<file path="config.mk">
export PLATFORM = sky130hd
export DESIGN_NAME = serial_adder
export DESIGN_NICKNAME = d
export VERILOG_FILES = /design/src/rtl/serial_adder_pkg.sv /design/src/rtl/serial_adder_fa.sv /design/src/rtl/serial_adder.sv
export SDC_FILE = /design/constraint.sdc
export NUM_CORES = 1
export LEC_CHECK = 0
export CORE_MARGIN = 3
export CORE_UTILIZATION = 52
export CTS_CLUSTER_DIAMETER = 30
export DETAILED_ROUTE_END_ITERATION = 16
export GPL_ROUTABILITY_DRIVEN = 0
export PLACE_DENSITY = 0.78
export SYNTH_ARGS = -nofsm -noshare
export SYNTH_HDL_FRONTEND = slang
export SYNTH_SLANG_ARGS = --single-unit
</file>
<file path="constraint.sdc">
create_clock -name clk -period 1.75 [get_ports clk]
set_input_delay 0.35 -clock clk [delete_from_list [all_inputs] [get_ports clk]]
set_output_delay 0.35 -clock clk [all_outputs]
set_load 0.005 [all_outputs]
</file>
<file path="src/rtl/serial_adder_pkg.sv">
// Shared definitions for the bit-serial adder: FSM state encoding and
// the bit-counter width helper.
package serial_adder_pkg;

    typedef enum logic [1:0] {
        ST_IDLE  = 2'd0,
        ST_SHIFT = 2'd1,
        ST_DONE  = 2'd2
    } state_t;

    // A 1-bit operand still needs a 1-bit counter.
    function automatic int cnt_width(input int width);
        return (width > 1) ? $clog2(width) : 1;
    endfunction

endpackage

</file>
<file path="src/rtl/serial_adder_fa.sv">
// One-bit full adder used for each serial step of serial_adder.
module full_adder (
    input  logic a,
    input  logic b,
    input  logic cin,
    output logic sum,
    output logic cout
);

    assign sum  = a ^ b ^ cin;
    assign cout = (a & b) | (a & cin) | (b & cin);

endmodule

</file>
<file path="src/rtl/serial_adder.sv">
// Bit-serial WIDTH-bit adder: captures a, b, cin on start and adds them
// LSB-first through one full adder, one bit per clock.
module serial_adder
    import serial_adder_pkg::*;
#(
    parameter int WIDTH = 8
) (
    input  logic             clk,
    input  logic             rst_n,
    input  logic             start,
    input  logic [WIDTH-1:0] a,
    input  logic [WIDTH-1:0] b,
    input  logic             cin,
    output logic             busy,
    output logic             done,
    output logic [WIDTH-1:0] sum,
    output logic             cout
);

    localparam int CW = cnt_width(WIDTH);
    localparam logic [CW-1:0] CNT_LAST = CW'(WIDTH - 1);

    state_t           state_q,  state_d;
    logic [WIDTH-1:0] a_sh_q,   a_sh_d;
    logic [WIDTH-1:0] b_sh_q,   b_sh_d;
    logic [WIDTH-1:0] sum_sh_q, sum_sh_d;
    logic [WIDTH-1:0] sum_q,    sum_d;
    logic             carry_q,  carry_d;
    logic             cout_q,   cout_d;
    logic [CW-1:0]    cnt_q,    cnt_d;

    logic             fa_s;
    logic             fa_c;
    logic [WIDTH-1:0] sum_shifted;

    full_adder u_fa (
        .a    (a_sh_q[0]),
        .b    (b_sh_q[0]),
        .cin  (carry_q),
        .sum  (fa_s),
        .cout (fa_c)
    );

    // New sum bit enters at the MSB so after WIDTH steps bit 0 is the first one computed.
    generate
        if (WIDTH == 1) begin : g_narrow
            assign sum_shifted = fa_s;
        end else begin : g_wide
            assign sum_shifted = {fa_s, sum_sh_q[WIDTH-1:1]};
        end
    endgenerate

    always_comb begin
        state_d  = state_q;
        a_sh_d   = a_sh_q;
        b_sh_d   = b_sh_q;
        sum_sh_d = sum_sh_q;
        sum_d    = sum_q;
        carry_d  = carry_q;
        cout_d   = cout_q;
        cnt_d    = cnt_q;

        case (state_q)
            ST_IDLE: begin
                if (start) begin
                    a_sh_d  = a;
                    b_sh_d  = b;
                    carry_d = cin;
                    cnt_d   = '0;
                    state_d = ST_SHIFT;
                end
            end
            ST_SHIFT: begin
                sum_sh_d = sum_shifted;
                a_sh_d   = a_sh_q >> 1;
                b_sh_d   = b_sh_q >> 1;
                carry_d  = fa_c;
                cnt_d    = cnt_q + CW'(1);
                if (cnt_q == CNT_LAST) begin
                    sum_d   = sum_shifted;
                    cout_d  = fa_c;
                    state_d = ST_DONE;
                end
            end
            ST_DONE: begin
                state_d = ST_IDLE;
            end
            default: begin
                state_d = ST_IDLE;
            end
        endcase
    end

    always_ff @(posedge clk or negedge rst_n) begin
        if (!rst_n) begin
            state_q  <= ST_IDLE;
            a_sh_q   <= '0;
            b_sh_q   <= '0;
            sum_sh_q <= '0;
            sum_q    <= '0;
            carry_q  <= 1'b0;
            cout_q   <= 1'b0;
            cnt_q    <= '0;
        end else begin
            state_q  <= state_d;
            a_sh_q   <= a_sh_d;
            b_sh_q   <= b_sh_d;
            sum_sh_q <= sum_sh_d;
            sum_q    <= sum_d;
            carry_q  <= carry_d;
            cout_q   <= cout_d;
            cnt_q    <= cnt_d;
        end
    end

    // The unused encoding 2'd3 reads as idle.
    assign busy = (state_q == ST_SHIFT) || (state_q == ST_DONE);
    assign done = (state_q == ST_DONE);
    assign sum  = sum_q;
    assign cout = cout_q;

endmodule
</file>
==> qor.yml, run 1 <==
status:
  outcome: "finished clean"
setup_path:
  rr_startpoint: "state_q[1]$_DFFE_PN0P_"
  end_kind: "output port"
  crit_required_ps: 1400
  cp_cell_sequence: "buf_4 -> inv_2 -> ha_4 -> clkdlybuf4s15_1"
  r2r_setup_slack_ps: 150
  crit_path_end: "busy"
  cp-startpoint: "state_q[1]$_DFFE_PN0P_"
  critPathLaunchType: "flip-flop"
  critPathBufInv: 3
  critPathMaxFanout: 2
  r2r.worst_path.cells: 5
  r2r-end: "sum_sh_q[5]$_DFFE_PN0P_"
  cpPeakStageDelay_ps: 390
  cp.depth: 4
  arrival_ps: 1330
  slowest_stage: "dfrtp_1"
  crit_type: "reg -> out"
  crit_family: "buffers and inverters"
power:
  finalPower_mw: 3.88
  p_per_area_nw_per_um2: 1660
  p_leak_nw: 1.01
  ir_drop_mv: 0.885
routing:
  via_per_inst: 5.72
  detail_route.first_pass.iterations: 4
  vias: 1379
  drc: 0
  wl_per_cell_um: 16.0
  wl_um: 3870
  antenna_left: 0
  drtIter0Drc: 52
logic_synthesis:
  synth_compound_area_frac: 0.157
  synthSimpleGateAreaFrac: 0.136
  yosys.area.top_type: "dfrtp_1"
  synth_cells: 150
  synth_area_um2: 1860
  synth-adder-area-share: 0.0445
  syn_avg_cell_area_um2: 12.4
  ys_warn_count: 0
  synth.area.mux_share: 0.0971
  synth_top_family_by_area: "compound AO/OA/AOI/OAI gates"
  yosysSeqAreaShare: 0.512
  synth_area_leaders: "dfrtp_1 (51%), mux2_2 (9.7%), o221a_2 (5.5%), o22a_1 (4.7%), ha_1 (3.4%)"
  ys_ff_latch: 38
  synth_top_area_share: 0.512
  synth_cell_type_count: 26
  syn_nets: 176
  synth-xor-area-share: 0
layout:
  layout.nets: 220
  final_area_um2: 2340
  drive_gt1_frac: 0.297
  diodes: 0
  fill_cells: 253
  area_growth_pct: 26.4
  post-route-util: 0.692
worst_hold_path:
  hold_path.class: "in -> async"
sta:
  fin_crit_sh: 0.958
  final-setup-viol-count: 0
  setup_ws_ps: 73.6
  worst_pin_slew_ps: 467
  fin_skew_ps: 1.53
  hold_violations: 0
  setup_tns_ps: 0
  fmax_mhz: 597
  slew_headroom: 0.689
  finalMaxSlewViolations: 0
  finalCriticalPeriod_ps: 1680
floorplanning:
  placementRows: 21
  die_w_um: 65.7
  ios: 31
  core_um2: 3390
  start_util: 0.547
  die_h_um: 65.7
  die-area_um2: 4320
global_route:
  first_global_vias: 1437
  antenna_found_initial: 0
  grt_pass1_wl_um: 6520
  grt_max_degree: 39
  track_usage: 0.197
  grt_overflow: 0
clock_tree:
  cts_hold_buf: 0
  htree_levels: 2
  cts_tree: "yes"
  clk_pin_slew_ps: 110
  clock_latency_ps: 340
  cts_buffers: 5
  cts.sinks: 38
  cts_buffer_depth: 2
  cts-root-buf: "clkbuf_4"
place:
  numPortBuffers: 30
  place_ws_ps: -45.9
  dpl.hpwl_um: 2740
  postPlaceCellArea_um2: 2230
job:
  drv_cap: 0
[metal layers]
metal  GRT usage  vias to the layer above  wire length, um
met5           0                        -                0
met4      0.0777                        0               49
met3      0.0479                        6              189
met2       0.323                       45             1940
met1       0.248                      679             1680
li1            -                      649                -
[synth_stat cells]
library cell   n
o22a_1        10
nand2_1        4
nor2b_4        1
and3_1         1
buf_4          1
ha_1           5
dfrtp_1       38
o221a_1        2
a32o_1         2
or3_1          1
mux2_2        16
a21oi_1        6
nor3b_1        2
o221a_2        9
nand3b_1       3
inv_1          3
nand4b_1       5
nand2_2        2
o21ai_0        6
buf_2          4
nand2b_1       9
fa_1           1
clkbuf_1       1
nand3_1        9
buf_6          5
nor2_1         4
[placed cells by master (no fill, tap or decap), types with 2 or more instances in the layout]
cell             Yosys  final
a21oi_1              6      6
a32o_1               2      2
buf_4                1     17
clkbuf_4             0      5
clkdlybuf4s50_1      0     28
dfrtp_1             38     38
ha_1                 5      3
inv_1                3      2
mux2_2              16     16
nand2_1              4      3
nand2_2              2      3
nand2b_1             9      9
nand3_1              9      9
nand3b_1             3      3
nand4b_1             5      5
nor2_1               4      4
nor3b_1              2      2
o21ai_0              6      6
o221a_1              2      2
o221a_2              9      9
o22a_1              10     10
[repair_timing]
action                     4_1_cts  5_1_grt
setup endpoints to repair        2       32
buffers inserted                 3        1
gates resized for setup          3        6
gates cloned                     0        0
[kinds of logic after synthesis]
| group | after synthesis |
|---|---|
| buffers and inverters | 14 |
| flip-flops | 38 |
| adder cells (fa/ha/maj) | 6 |
| AO/OA/AOI/OAI | 35 |
| multiplexers | 16 |
| AND/OR/NAND/NOR | 41 |
[final cells by class]
class | instances | area [um^2] | share of cell area
clock buffers | 6 | 51.3 | 0.0219
clock inverters | 2 | 12.5 | 0.00534
inverters | 3 | 11.3 | 0.00480
multi-input cells | 98 | 823 | 0.351
flip-flops and latches | 38 | 951 | 0.406
well taps | 46 | 57.6 | 0.0245
repair buffers | 48 | 438 | 0.187
[registers in the layout, summed over array words and instances, names as in the netlist]
register	count
cout	1
a_sh_q	8
sum	8
sum_sh_q	7
b_sh_q	8
cnt_q	3
carry_q	1
state_q	2
[worst min path at each step]
stage,slack [ps],from,cells after the start,to
after global placement,480,cnt_q[1]$_DFFE_PN0P_,1,cnt_q[1]$_DFFE_PN0P_
after CTS,430,rst_n,2,b_sh_q[1]$_DFFE_PN0P_
final,420,rst_n,2,b_sh_q[1]$_DFFE_PN0P_
after global routing,460,rst_n,2,b_sh_q[2]$_DFFE_PN0P_
after floorplan,50,rst_n,0,a_sh_q[0]$_DFFE_PN0P_
after detailed placement,490,cnt_q[1]$_DFFE_PN0P_,1,cnt_q[1]$_DFFE_PN0P_
[through the flow]
| step | instances | hold slack, ps |
|---|---|---|
| 2_1_floorplan | 150 | 54.4 |
| 3_3_place_gp | 229 | 481 |
| 3_5_place_dp | 229 | 493 |
| 4_1_cts | 240 | 434 |
| 5_1_grt | 241 | 459 |
| 6_report | 241 | 420 |
[power breakdown]
group	internal (mW)	switching (mW)	leakage, nW
sequential	1.27	0.258	0.468
clock	0.193	0.292	0.0343
combinational	1.08	0.788	0.506
total	2.55	1.34	1.01
Power figures use the tool's default switching activity.
==> inputs of run 2 (changes only) <==
--- a/config.mk
+++ b/config.mk
@@ -5,7 +5,8 @@
 export SDC_FILE = /design/constraint.sdc
 export NUM_CORES = 1
 export LEC_CHECK = 0
-export CORE_MARGIN = 3
+export ABC_AREA = 0
+export CORE_MARGIN = 4
 export CORE_UTILIZATION = 52
 export CTS_CLUSTER_DIAMETER = 30
 export DETAILED_ROUTE_END_ITERATION = 16
==> qor.yml, run 2 (synthesized netlist as in run 1, its figures left out) <==
global_route:
  grt_pass1_wl_um: 6580  # was 6520 um
  first_global_vias: 1416  # was 1437
  antenna_found_initial: 0  # unchanged
  track_usage: 0.198  # was 0.197
  grt_overflow: 0  # unchanged
  grt_max_degree: 39  # unchanged
place:
  place_ws_ps: -63.5  # was -45.9 ps
  numPortBuffers: 30  # unchanged
  dpl.hpwl_um: 2720  # was 2740 um
  postPlaceCellArea_um2: 2230  # unchanged
floorplanning:
  start_util: 0.547  # unchanged
  placementRows: 21  # unchanged
  die_h_um: 67.7  # was 65.7 um
  ios: 31  # unchanged
  die-area_um2: 4590  # was 4320 um^2
  die_w_um: 67.7  # was 65.7 um
  core_um2: 3390  # unchanged
sta:
  hold_violations: 0  # unchanged
  finalMaxSlewViolations: 0  # unchanged
  final-setup-viol-count: 0  # unchanged
  finalCriticalPeriod_ps: 1680  # about the same
  slew_headroom: 0.688  # was 0.689
  setup_ws_ps: 67.9  # was 73.6 ps
  fin_crit_sh: 0.961  # was 0.958
  worst_pin_slew_ps: 469  # was 467 ps
  fin_skew_ps: 14.4  # was 1.53 ps
  rsz0062_at_grt: "false"
  fmax_mhz: 595  # was 597 MHz
layout:
  final_area_um2: 2390  # was 2340 um^2
  diodes: 0  # unchanged
  fill_cells: 233  # was 253
  seqCellArea_um2: 951  # unchanged
  final_cell_mix: "dfrtp_1 (38), clkdlybuf4s50_1 (28), buf_4 (18), mux2_2 (16), o22a_1 (10)"  # was dfrtp_1 (38), clkdlybuf4s50_1 (28), buf_4 (17), mux2_2 (16), o22a_1 (10)
  area_growth_pct: 28.7  # was 26.4%
  layout.nets: 220  # unchanged
  multi_input_area_um2: 833  # was 823 um^2
  drive_gt1_frac: 0.303  # was 0.297
  final_common_cell: "dfrtp_1"  # unchanged
routing:
  detail_route.first_pass.iterations: 4  # unchanged
  antenna_left: 0  # unchanged
  wl_um: 3950  # was 3870 um
  vias: 1369  # was 1379
  drtIter0Drc: 91  # was 52
  drc: 0  # unchanged
  via_per_inst: 5.68  # was 5.72
  wl_per_cell_um: 16.4  # was 16.0 um
clock_tree:
  clk_pin_slew_ps: 130  # was 110 ps
  cts_hold_buf: 0  # unchanged
  cts_tree: "yes"  # unchanged
  cts_buffers: 5  # unchanged
  clock_latency_ps: 360  # was 340 ps
  cts.sinks: 38  # unchanged
  cts-root-buf: "clkbuf_4"  # unchanged
  htree_levels: 2  # unchanged
  cts_buffer_depth: 2  # unchanged
setup_path:
  critPathLaunchType: "flip-flop"  # unchanged
  rr_startpoint: "state_q[1]$_DFFE_PN0P_"  # unchanged
  cpPeakStageDelay_ps: 410  # was 390 ps
  r2r-end: "a_sh_q[2]$_DFFE_PN0P_"  # was sum_sh_q[5]$_DFFE_PN0P_
  crit_required_ps: 1400  # about the same
  r2r.worst_path.cells: 8  # was 5
  cp_cell_sequence: "buf_4 -> ha_1 -> dlygate4sd2_1"  # was buf_4 -> inv_2 -> ha_4 -> clkdlybuf4s15_1
  slowest_stage: "dfrtp_1"  # unchanged
  end_kind: "output port"  # unchanged
  r2r_setup_slack_ps: 140  # was 150 ps
  crit_type: "reg -> out"  # unchanged
  arrival_ps: 1330  # about the same
  critPathMaxFanout: 2  # unchanged
power:
  p_leak_nw: 1.03  # was 1.01 nW
  p_per_area_nw_per_um2: 1740  # was 1660 nW/um^2
  ir_drop_mv: 0.941  # was 0.885 mV
worst_hold_path:
  hold_path.class: "in -> async"  # unchanged
job:
  drv_cap: 0  # unchanged
status:
  outcome: "finished clean"  # unchanged
## run 2: cell count changes in the layout (fill, tap and decap cells not counted), sizes merged
| cell | change |
|---|---|
| clkinvlp | -1 |
| clkdlybuf4s15 | -1 |
| bufinv | +2 |
## run 2: layer usage
layer  track usage  routed length [um]  vias to the layer above
met5             0                   0                        -
met3        0.0399                 173                        8
li1              -                   -                      649
met1         0.253                1720                      677
met4        0.0962                  76                        0
met2         0.317                1970                       35
## run 2: report_power, final
part	internal (mW)	switching, mW
Clock	0.447	0.325
Combinational	1.08	0.787
Sequential	1.27	0.257
Total	2.80	1.37
## run 2: layout make-up
type | instances | area share
tap | 46 | 0.0241
timing repair buffer | 48 | 0.180
clock inverter | 3 | 0.0288
multi-input combinational | 98 | 0.349
sequential | 38 | 0.398
inverter | 3 | 0.00471
clock buffer | 5 | 0.0157
## run 2: worst max path at each step
| stage | cells past startpoint | end | start |
|---|---|---|---|
| floorplan | 5 | b_sh_q[5]$_DFFE_PN0P_ | state_q[0]$_DFFE_PN0P_ |
| global placement | 4 | a_sh_q[3]$_DFFE_PN0P_ | start |
| detailed placement | 4 | b_sh_q[2]$_DFFE_PN0P_ | start |
| CTS | 4 | busy | state_q[1]$_DFFE_PN0P_ |
| global route | 3 | done | state_q[1]$_DFFE_PN0P_ |
| finish | 3 | done | state_q[1]$_DFFE_PN0P_ |
## run 2: worst max-delay path: cells and delay by family (launching register included)
| family | cells | cell delay (ps) |
|---|---|---|
| fa+ha+maj | 1 | 170 |
| buf+inv | 2 | 410 |
| flops | 1 | 410 |
## run 2: timing repair
action | 4_1_cts | 5_1_grt
endpoints found under the setup margin | 2 | 18
buffers inserted | 3 | 1
gates resized for setup | 4 | 6
## run 2: stage by stage
stage,utilization,total power [mW],TNS [ps],std cells,hold WS [ps]
after floorplan,-,2.73,0,150,54.4
after global placement,0.658,3.21,-0.825,229,478
after detailed placement,0.658,3.35,-450,229,494
after CTS,0.697,4.13,-7.66,240,417
after global routing,0.705,4.46,0,241,424
final,0.705,4.17,0,241,396
==> inputs of run 3 (changes only) <==
--- a/config.mk
+++ b/config.mk
@@ -6,12 +6,13 @@
 export NUM_CORES = 1
 export LEC_CHECK = 0
 export ABC_AREA = 0
+export CORE_ASPECT_RATIO = 0.8
 export CORE_MARGIN = 4
-export CORE_UTILIZATION = 52
+export CORE_UTILIZATION = 47
 export CTS_CLUSTER_DIAMETER = 30
 export DETAILED_ROUTE_END_ITERATION = 16
 export GPL_ROUTABILITY_DRIVEN = 0
-export PLACE_DENSITY = 0.78
+export PLACE_DENSITY = 0.75
 export SYNTH_ARGS = -nofsm -noshare
 export SYNTH_HDL_FRONTEND = slang
 export SYNTH_SLANG_ARGS = --single-unit
==> constraint.sdc (replaced) <==
create_clock -name clk -period 1.35 [get_ports clk]
set_input_delay 0.27 -clock clk [delete_from_list [all_inputs] [get_ports clk]]
set_output_delay 0.27 -clock clk [all_outputs]
set_load 0.005 [all_outputs]
==> qor.yml, run 3 (synthesized netlist as in run 1, its figures left out) <==
clock_tree:
  cts_tree: "yes"  # unchanged
  clk_pin_slew_ps: 90  # was 130 ps
  cts.sinks: 38  # unchanged
  cts_hold_buf: 0  # unchanged
  htree_levels: 2  # unchanged
  cts_buffer_depth: 2  # unchanged
  cts-root-buf: "clkbuf_8"  # was clkbuf_4
  clock_latency_ps: 300  # was 360 ps
  cts_buffers: 5  # unchanged
setup_path:
  cp-startpoint: "state_q[1]$_DFFE_PN0P_"  # unchanged
  end_kind: "flip-flop"  # was output port
  cp.depth: 6  # was 3
  crit_type: "reg -> reg"  # was reg -> out
  r2r_setup_slack_ps: -120  # was 140 ps
  r2r-end: "a_sh_q[1]$_DFFE_PN0P_"  # was a_sh_q[2]$_DFFE_PN0P_
  cp_cell_sequence: "inv_2 -> ha_4 -> nor2b_4 -> buf_6 -> nand2b_1 -> o221a_2"  # was buf_4 -> ha_1 -> dlygate4sd2_1
  crit_family: "flip-flops"  # was buffers and inverters
  rr_startpoint: "state_q[1]$_DFFE_PN0P_"  # unchanged
  arrival_ps: 1670  # was 1330 ps
  slowest_stage: "dfrtp_1"  # unchanged
  critPathMaxFanout: 7  # was 2
  crit_path_end: "a_sh_q[1]$_DFFE_PN0P_"  # was done
  r2r.worst_path.cells: 6  # was 8
  critPathBufInv: 2  # unchanged
  cpPeakStageDelay_ps: 400  # was 410 ps
  critPathLaunchType: "flip-flop"  # unchanged
  crit_required_ps: 1550  # was 1400 ps
place:
  dp_cells: 241  # was 229
  numPortBuffers: 30  # unchanged
  dpl.hpwl_um: 2760  # was 2720 um
  place_ws_ps: -375  # was -63.5 ps
routing:
  antenna_left: 0  # unchanged
  via_per_inst: 5.62  # was 5.68
  vias: 1483  # was 1369
  detail_route.first_pass.iterations: 4  # unchanged
  wl_per_cell_um: 17.9  # was 16.4 um
  drtIter0Drc: 74  # was 91
  drc: 0  # unchanged
  wl_um: 4710  # was 3950 um
power:
  p_leak_nw: 1.29  # was 1.03 nW
  ir_drop_mv: 1.25  # was 0.941 mV
  p_per_area_nw_per_um2: 2310  # was 1740 nW/um^2
floorplanning:
  ios: 31  # unchanged
  die_h_um: 64.2  # was 67.7 um
  core_um2: 3800  # was 3390 um^2
  die_w_um: 78.3  # was 67.7 um
  start_util: 0.488  # was 0.547
  die-area_um2: 5020  # was 4590 um^2
  placementRows: 20  # was 21
global_route:
  grt_max_degree: 39  # unchanged
  first_global_vias: 1556  # was 1416
  grt_pass1_wl_um: 7390  # was 6580 um
  antenna_found_initial: 0  # unchanged
  track_usage: 0.186  # was 0.198
  grt_overflow: 0  # unchanged
sta:
  whs_ps: 326  # was 396 ps
  fin_crit_sh: 1.09
  finalCriticalPeriod_ps: 1470
  fmax_mhz: 679
  hold_violations: 0  # unchanged
  fin_skew_ps: 15.6  # was 14.4 ps
  final-setup-viol-count: 32  # was 0
  finalMaxSlewViolations: 0  # unchanged
  rsz0062_at_grt: "true"  # was false
  worst_pin_slew_ps: 385  # was 469 ps
  setup_ws_ps: -123  # was 67.9 ps
  slew_headroom: 0.743  # was 0.688
layout:
  final_cell_mix: "dfrtp_1 (38), clkdlybuf4s50_1 (18), mux2_4 (15), buf_4 (14)"  # was dfrtp_1 (38), clkdlybuf4s50_1 (28), buf_4 (18), mux2_2 (16), o22a_1 (10)
  fin_cells: 264  # was 241
  seqCellArea_um2: 951  # unchanged
  layout.nets: 234  # was 220
  drive_gt1_frac: 0.426  # was 0.303
  area_growth_pct: 52.5  # was 28.7%
  post-route-util: 0.744  # was 0.705
  fill_cells: 250  # was 233
  multi_input_area_um2: 1030  # was 833 um^2
  final_common_cell: "dfrtp_1"  # unchanged
  diodes: 0  # unchanged
job:
  drv_cap: 0  # unchanged
worst_hold_path:
  hold_path.class: "in -> async"  # unchanged
status:
  outcome: "finished with violations"  # was finished clean
  violations: "setup timing"
==> run 3: changes by cell type in the layout (fill, tap and decap cells not counted), sizes merged <==
cell           change
buf               +13
bufinv             -2
clkbuf             +3
clkdlybuf4s50     -10
dlygate4sd2        +9
nand2              +1
==> run 3: worst reg2reg max path, cell delays in order (launching register included) <==
cell and delay [ps]:
dfrtp_1 400, inv_2 110, ha_4 250, nor2b_4 250, buf_6 180, nand2b_1 70, o221a_2 120
==> run 3: cell type report <==
class                      instances  area share
clock inverter                     1     0.00177
sequential                        38       0.336
multi-input combinational         99       0.364
tap                               55      0.0243
clock buffer                       7      0.0305
inverter                           3     0.00398
timing repair buffer              61       0.239
==> run 3: power by group <==
group / internal [mW] / switching (mW) / total (mW)
logic: 2.22 / 1.45 / 3.67
registers: 1.66 / 0.381 / 2.04
clock network: 0.412 / 0.411 / 0.824
==> run 3: layer usage <==
layer  up-vias  wire (um)  track usage  share of wire
met5         -          0            0              0
met4         0         78       0.0459          0.017
met3         9        200       0.0437          0.042
met2        43       2220        0.319           0.47
met1       750       2220        0.238           0.47
li1        681          -            -              -
==> run 3: worst min path at each step <==
stage	slack, ps	cells after the start	end	startpoint
3_5_place_dp	490	1	cnt_q[2]$_DFFE_PN0P_	cnt_q[2]$_DFFE_PN0P_
5_1_grt	350	2	b_sh_q[4]$_DFFE_PN0P_	rst_n
2_1_floorplan	-30	0	a_sh_q[0]$_DFFE_PN0P_	rst_n
3_3_place_gp	480	1	cnt_q[1]$_DFFE_PN0P_	cnt_q[1]$_DFFE_PN0P_
4_1_cts	350	2	b_sh_q[6]$_DFFE_PN0P_	rst_n
6_report	330	2	b_sh_q[6]$_DFFE_PN0P_	rst_n
==> run 3: stage by stage <==
| step | power (mW) | area, um^2 | TNS, ps |
|---|---|---|---|
| 6_report | 6.54 | 2830 | -1780 |
| 5_1_grt | 6.90 | 2830 | -3550 |
| 4_1_cts | 5.92 | 2660 | -773 |
| 3_5_place_dp | 4.53 | 2320 | -7070 |
| 3_3_place_gp | 4.38 | 2320 | -5330 |
| 2_1_floorplan | 3.58 | 1870 | -28.1 |
==> run 3: timing repair <==
| item | 4_1_cts | 5_1_grt |
|---|---|---|
| resized for setup | 58 | 21 |
| cloned | 2 | 2 |
| buffers inserted | 8 | 3 |
| setup endpoints to repair | 41 | 40 |
| pin swaps | 8 | 8 |
==> RTL change 1: new RTL, flow settings as in run 1 <==
Encoding of `state_t`: now one-hot (3 bits for 3 states).
--- a/src/rtl/serial_adder_pkg.sv
+++ b/src/rtl/serial_adder_pkg.sv
@@ -3,8 +3,8 @@
 package serial_adder_pkg;
 
-    typedef enum logic [1:0] {
-        ST_IDLE  = 2'd0,
-        ST_SHIFT = 2'd1,
-        ST_DONE  = 2'd2
+    typedef enum logic [2:0] {
+        ST_IDLE  = 3'b001,
+        ST_SHIFT = 3'b010,
+        ST_DONE  = 3'b100
     } state_t;
 
Formal check against the unedited RTL: same outputs for any inputs over 10 cycles, from zero or initial values and one cycle with rst_n low; not proved beyond that.
==> RTL change 1 against run 1 <==
Sequential cell count up 1. Worst setup slack worse by 0.0027 ns. Utilization down 0.55 points. Die area down 7.4%. Final cell count down 14%. Synthesized area down 8.1%. Cell area down 9.2%. Clock skew up 0.011 ns. Register-to-register slack worse by 0.02 ns. Count of clock-buffer cells in the layout up 1. Routed wire length down 28%. Largest cell class unchanged.
Power is not compared: it rests on default switching activity, and its combinational part moved more than twofold at a synthesized area within 25%.
==> RTL change 1: results (changes against run 1) <==
{| class="wikitable"
! Metric !! Value
|-
| Outcome || completed
|-
| Tightest Pin Transition || 0.462 ns (-0.00473 ns)
|-
| Flop-to-flop setup slack || 0.13 ns (-0.02 ns)
|-
| Routed length on met1 || 1160 um (-31%)
|-
| Setup crit start || state_q[0]
|-
| Met2 routed WL || 1390 um (-28%)
|-
| Maximum fanout encountered on the critical timing path || 3 (+1)
|-
| Wire length of the first global-routing pass || 4660 um (-28%)
|-
| Vias || 1,051 (-24%)
|-
| Clock insertion delay at the later pin of the skew report || 0.34 ns (about the same)
|-
| Total instance count after detailed placement || 196 (-14%)
|-
| Number of standard cells in the final layout excluding fillers || 207 (-14%)
|-
| First-pass iteration count of the detailed router || 4 (unchanged)
|-
| Synthesized area per cell || 13.5 um2 (+9.4%)
|-
| Startpoint of the worst-slack reg-to-reg timing path || state_q[2]
|-
| Ranking of synthesized cells by area || dfrtp_1, mux2i_1, mux2_4
|-
| Critical R2R Capture || sum[1]
|-
| Violation count after the first detailed-route iteration || 77 (+48%)
|-
| Synth Net Count || 149 (-15%)
|-
| Routed length per instance || 13.4 um (-16%)
|-
| Wire length on met3 || 182 um (-3.7%)
|-
| GRT Overall Usage || 0.152 (-0.0448)
|-
| Placed instance area || 0.00205 mm2 (-8.2%)
|-
| Fraction of layout cells with a size suffix above 1 || 0.221 (-0.0766)
|-
| Post-layout nets || 185 (-16%)
|-
| Largest net degree at the start of global routing || 24 (-38%)
|-
| Worst setup timing slack at the placement stage || 0.0270 ns (+0.0728 ns)
|-
| Worst hold margin || 0.480 ns (+0.0608 ns)
|-
| Distinct cell type count of the synthesized netlist || 23 (-12%)
|-
| Filler instances || 236 (-6.7%)
|-
| Commonest cells post-synth || dfrtp_1, mux2i_1, nand2_1
|}
-- RTL change 1: cell types whose count changed after synthesis, moves of 5 or more --
cell,delta
mux2_4,+9
o22a_1,-10
mux2_2,-8
nand2b_1,-9
nand4b_1,-5
nand2_1,+11
a21oi_1,-6
nand3_1,-9
o221a_2,-9
o21ai_1,+7
mux2i_1,+17
-- RTL change 1: cell families (layout without fill, tap and decap cells) --
kind of cell | after synthesis | count (layout) | share of synthesized area
AOI/OAI and AO/OA | 18 | 18 | 0.0587
adders and majority gates | 3 | 3 | 0.0264
buffers and inverters | 9 | 45 | 0.0425
DFF | 39 | 39 | 0.573
muxes | 34 | 34 | 0.232
and+or+nand+nor | 23 | 24 | 0.0675
-- RTL change 1: layout make-up --
class                      instances  area share
clock buffer                       7      0.0212
clock inverter                     1     0.00235
inverter                           1     0.00176
multi-input combinational         79       0.318
sequential                        39       0.459
tap                               44      0.0259
timing repair buffer              36       0.172
-- RTL change 1: what timing repair did --
| item | 4_1_cts | 5_1_grt |
|---|---|---|
| cloned | 0 | 1 |
| hold buffers | 1 | 0 |
| pin swaps | 0 | 1 |
| endpoints found under the setup margin | 2 | 10 |
| gates resized for setup | 4 | 4 |
| hold endpoints to repair | 18 | 0 |
| buffers inserted | 1 | 0 |
-- RTL change 1: report_power, final --
| group | leakage (nW) | internal [mW] | switching, mW |
|---|---|---|---|
| Combinational | 0.416 | 0.494 | 0.410 |
| Sequential | 0.497 | 1.23 | 0.205 |
| Clock | 0.0293 | 0.157 | 0.271 |
-- RTL change 1: routing by layer --
layer	global-route usage	vias up
met2	0.253	30
li1	-	510
met5	0	-
met4	0.0728	0
met3	0.0535	6
met1	0.173	505
-- RTL change 1: critical path, cell delays in order, from the launching register on --
cell      delay, ns
dfstp_2        0.59
nor3b_2        0.06
or2_4          0.23
clkbuf_2       0.11
==> RTL change 2: new RTL, settings of run 1 <==
Made on the original files. `WIDTH`: 8 -> 9.
--- a/src/rtl/serial_adder.sv
+++ b/src/rtl/serial_adder.sv
@@ -4,5 +4,5 @@
     import serial_adder_pkg::*;
 #(
-    parameter int WIDTH = 8
+    parameter int WIDTH = 9
 ) (
     input  logic             clk,
Ports: changed (resized a, b and sum); port bits go from 31 to 34. The function was not compared with the original's and may differ.
==> RTL change 2 against run 1 <==
Die area rose by 5.9%. Routed wire length fell by 13%. Worst hold slack improved by 0.061 ns. Worst setup slack got worse by 0.0031 ns. Cell area rose by 7.8%. Power rose by 9.3%. Synthesized area rose by 6.5%. Sequential cell count rose by 5. Critical path type is now reg2reg. Largest cell class unchanged.
==> RTL change 2: results (changes against run 1) <==
{| class="wikitable"
! Metric !! Value
|-
| Outcome || completed
|-
| Fraction of layout cells with a size suffix above 1 || 0.213 (-0.0846)
|-
| Clock Tree Root || clkbuf_8
|-
| N_diodes || 0 (unchanged)
|-
| Vias/cell || 5.29 (-7.5%)
|-
| Fraction of the yosys area taken by sequential cells || 0.544 (+0.0318)
|-
| GRT Overall Usage || 0.180 (-0.0169)
|-
| Commonest cells post-synth || dfrtp_1, nand2_1, mux2i_1
|-
| Worst min-delay path class || reg2reg
|-
| Fraction of synthesized cell area taken by the top area cell type || 0.544 (+0.0318)
|-
| Synth Area in XOR/XNOR || 0 (unchanged)
|-
| Maximum fanout encountered on the critical timing path || 11 (+9)
|-
| Met2 Resource Use GR || 0.309 (-0.0143)
|-
| Ranking of synthesized cells by area || dfrtp_1, mux2i_1, mux2_4
|-
| Wire length of the first global-routing pass || 6000 um (-7.9%)
|-
| Distinct cell type count of the synthesized netlist || 29 (+12%)
|-
| TritonCTS Buffers || 5 (unchanged)
|-
| Met3 Track Usage GR || 0.0632 (+0.0154)
|-
| Worst clock skew || 0.00692 ns (+0.00538 ns)
|-
| Max Root-Sink Buffers || 2 (unchanged)
|-
| Synth Area in Compound Gates || 0.0766 (-0.0805)
|-
| Port Buf Inserts || 33 (+10%)
|-
| Leakage power summed over all cells || 1.20 nW (+19%)
|-
| Tightest Pin Transition || 0.440 ns (-0.0261 ns)
|-
| Clock insertion delay at the later pin of the skew report || 0.29 ns (-0.05 ns)
|-
| Filler instances || 243 (-4.0%)
|-
| Met1 usage || 0.206 (-0.0419)
|-
| Data arrival time of the critical path || 1.84 ns (+0.51 ns)
|-
| Violation count after the first detailed-route iteration || 39 (-25%)
|-
| Largest net degree at the start of global routing || 27 (-31%)
|-
| Clock-pin slew reported for the worst setup and hold paths after clock tree synthesis || 0.07 ns (-0.04 ns)
|-
| H-tree levels || 2 (unchanged)
|-
| First-pass iteration count of the detailed router || 4 (unchanged)
|-
| Number of antenna violations at the first check in global routing || 0 (unchanged)
|-
| Aggregate routed wire length || 3370 um (-13%)
|-
| Multiplexer area fraction after synthesis || 0.219 (+0.122)
|-
| Post-layout nets || 229 (+4.1%)
|-
| Synth Net Count || 187 (+6.3%)
|-
| Post-Synth Adder-Cell Area || 0.0418 (-0.00273)
|-
| DP Wirelength || 2580 um (-5.7%)
|-
| Ys async rst share || 1.00 (unchanged)
|-
| Via count of the first global-routing pass || 1,335 (-7.1%)
|-
| Maximum vdd ir drop || 842 uV (-4.8%)
|}
[RTL change 2: changes by cell type after synthesis, sizes merged, moves of 5 or more]
| cell | run 1 | this run |
|---|---|---|
| mux2i | 0 | 18 |
| nand2 | 6 | 24 |
| o21ai | 6 | 19 |
| o221a | 11 | 0 |
| o22a | 10 | 0 |
| nand3 | 9 | 2 |
| nand2b | 9 | 3 |
| a21oi | 6 | 1 |
| dfrtp | 38 | 43 |
| nand4b | 5 | 0 |
[RTL change 2: stage by stage]
| stage | cells | instance area, um2 | util | setup slack, ns |
|---|---|---|---|---|
| 2_1_floorplan | 159 | 1980 | - | 0.203 |
| 3_3_place_gp | 236 | 2370 | 0.680 | 0.0835 |
| 3_5_place_dp | 236 | 2370 | 0.680 | -0.000924 |
| 4_1_cts | 247 | 2510 | 0.720 | 0.0131 |
| 5_1_grt | 248 | 2530 | 0.724 | 0.00104 |
| 6_report | 248 | 2530 | 0.724 | 0.0705 |
[RTL change 2: routing by layer]
metal | wire (um) | vias to the layer above | part of all wire
met5 | 0 | - | 0
met4 | 61 | 0 | 0.018
met3 | 188 | 6 | 0.056
met2 | 1700 | 30 | 0.50
met1 | 1420 | 645 | 0.42
li1 | - | 632 | -
[RTL change 2: worst paths after layout]
| path | start | endpoint | slack (ns) | cells after the start |
|---|---|---|---|---|
| setup / recovery | state_q[0] | cnt_q[2] | 0.07 | 6 |
| hold / removal | b_sh_q[1] | b_sh_q[1] | 0.48 | 2 |
| setup reg to reg | state_q[0] | cnt_q[2] | 0.07 | 6 |
| hold reg to reg | b_sh_q[1] | b_sh_q[1] | 0.48 | 2 |
| max in group asynchronous | rst_n | sum[1] | 0.68 | 3 |
| min in group asynchronous | rst_n | sum[5] | 0.54 | 2 |
[RTL change 2: cell type report]
| type | instances | area, um2 | share of cell area |
|---|---|---|---|
| Clock buffer | 6 | 82.6 | 0.0327 |
| Inverter | 5 | 18.8 | 0.00742 |
| Multi-Input combinational cell | 102 | 835 | 0.330 |
| Clock inverter | 2 | 35.0 | 0.0139 |
| Timing Repair Buffer | 44 | 424 | 0.168 |
| Tap cell | 46 | 57.6 | 0.0228 |
| Sequential cell | 43 | 1080 | 0.426 |
[RTL change 2: critical path: stages (launching register included)]
cell and delay, ns:
dfrtp_1 0.39, buf_4 0.14, ha_2 0.20, buf_4 0.20, mux2i_4 0.29, buf_4 0.19
o221ai_1 0.13
[RTL change 2: report_power, final]
| group | total (mW) | internal [mW] | switching (mW) |
|---|---|---|---|
| clock | 0.774 | 0.461 | 0.313 |
| sequential | 1.71 | 1.43 | 0.283 |
| combinational | 1.76 | 0.978 | 0.779 |
[RTL change 2: repair_timing]
item	4_1_cts	5_1_grt
gates cloned	0	0
buffers inserted	2	1
endpoints found under the hold margin	10	0
gates resized for setup	4	2
endpoints found under the setup margin	12	27
hold buffers	1	0
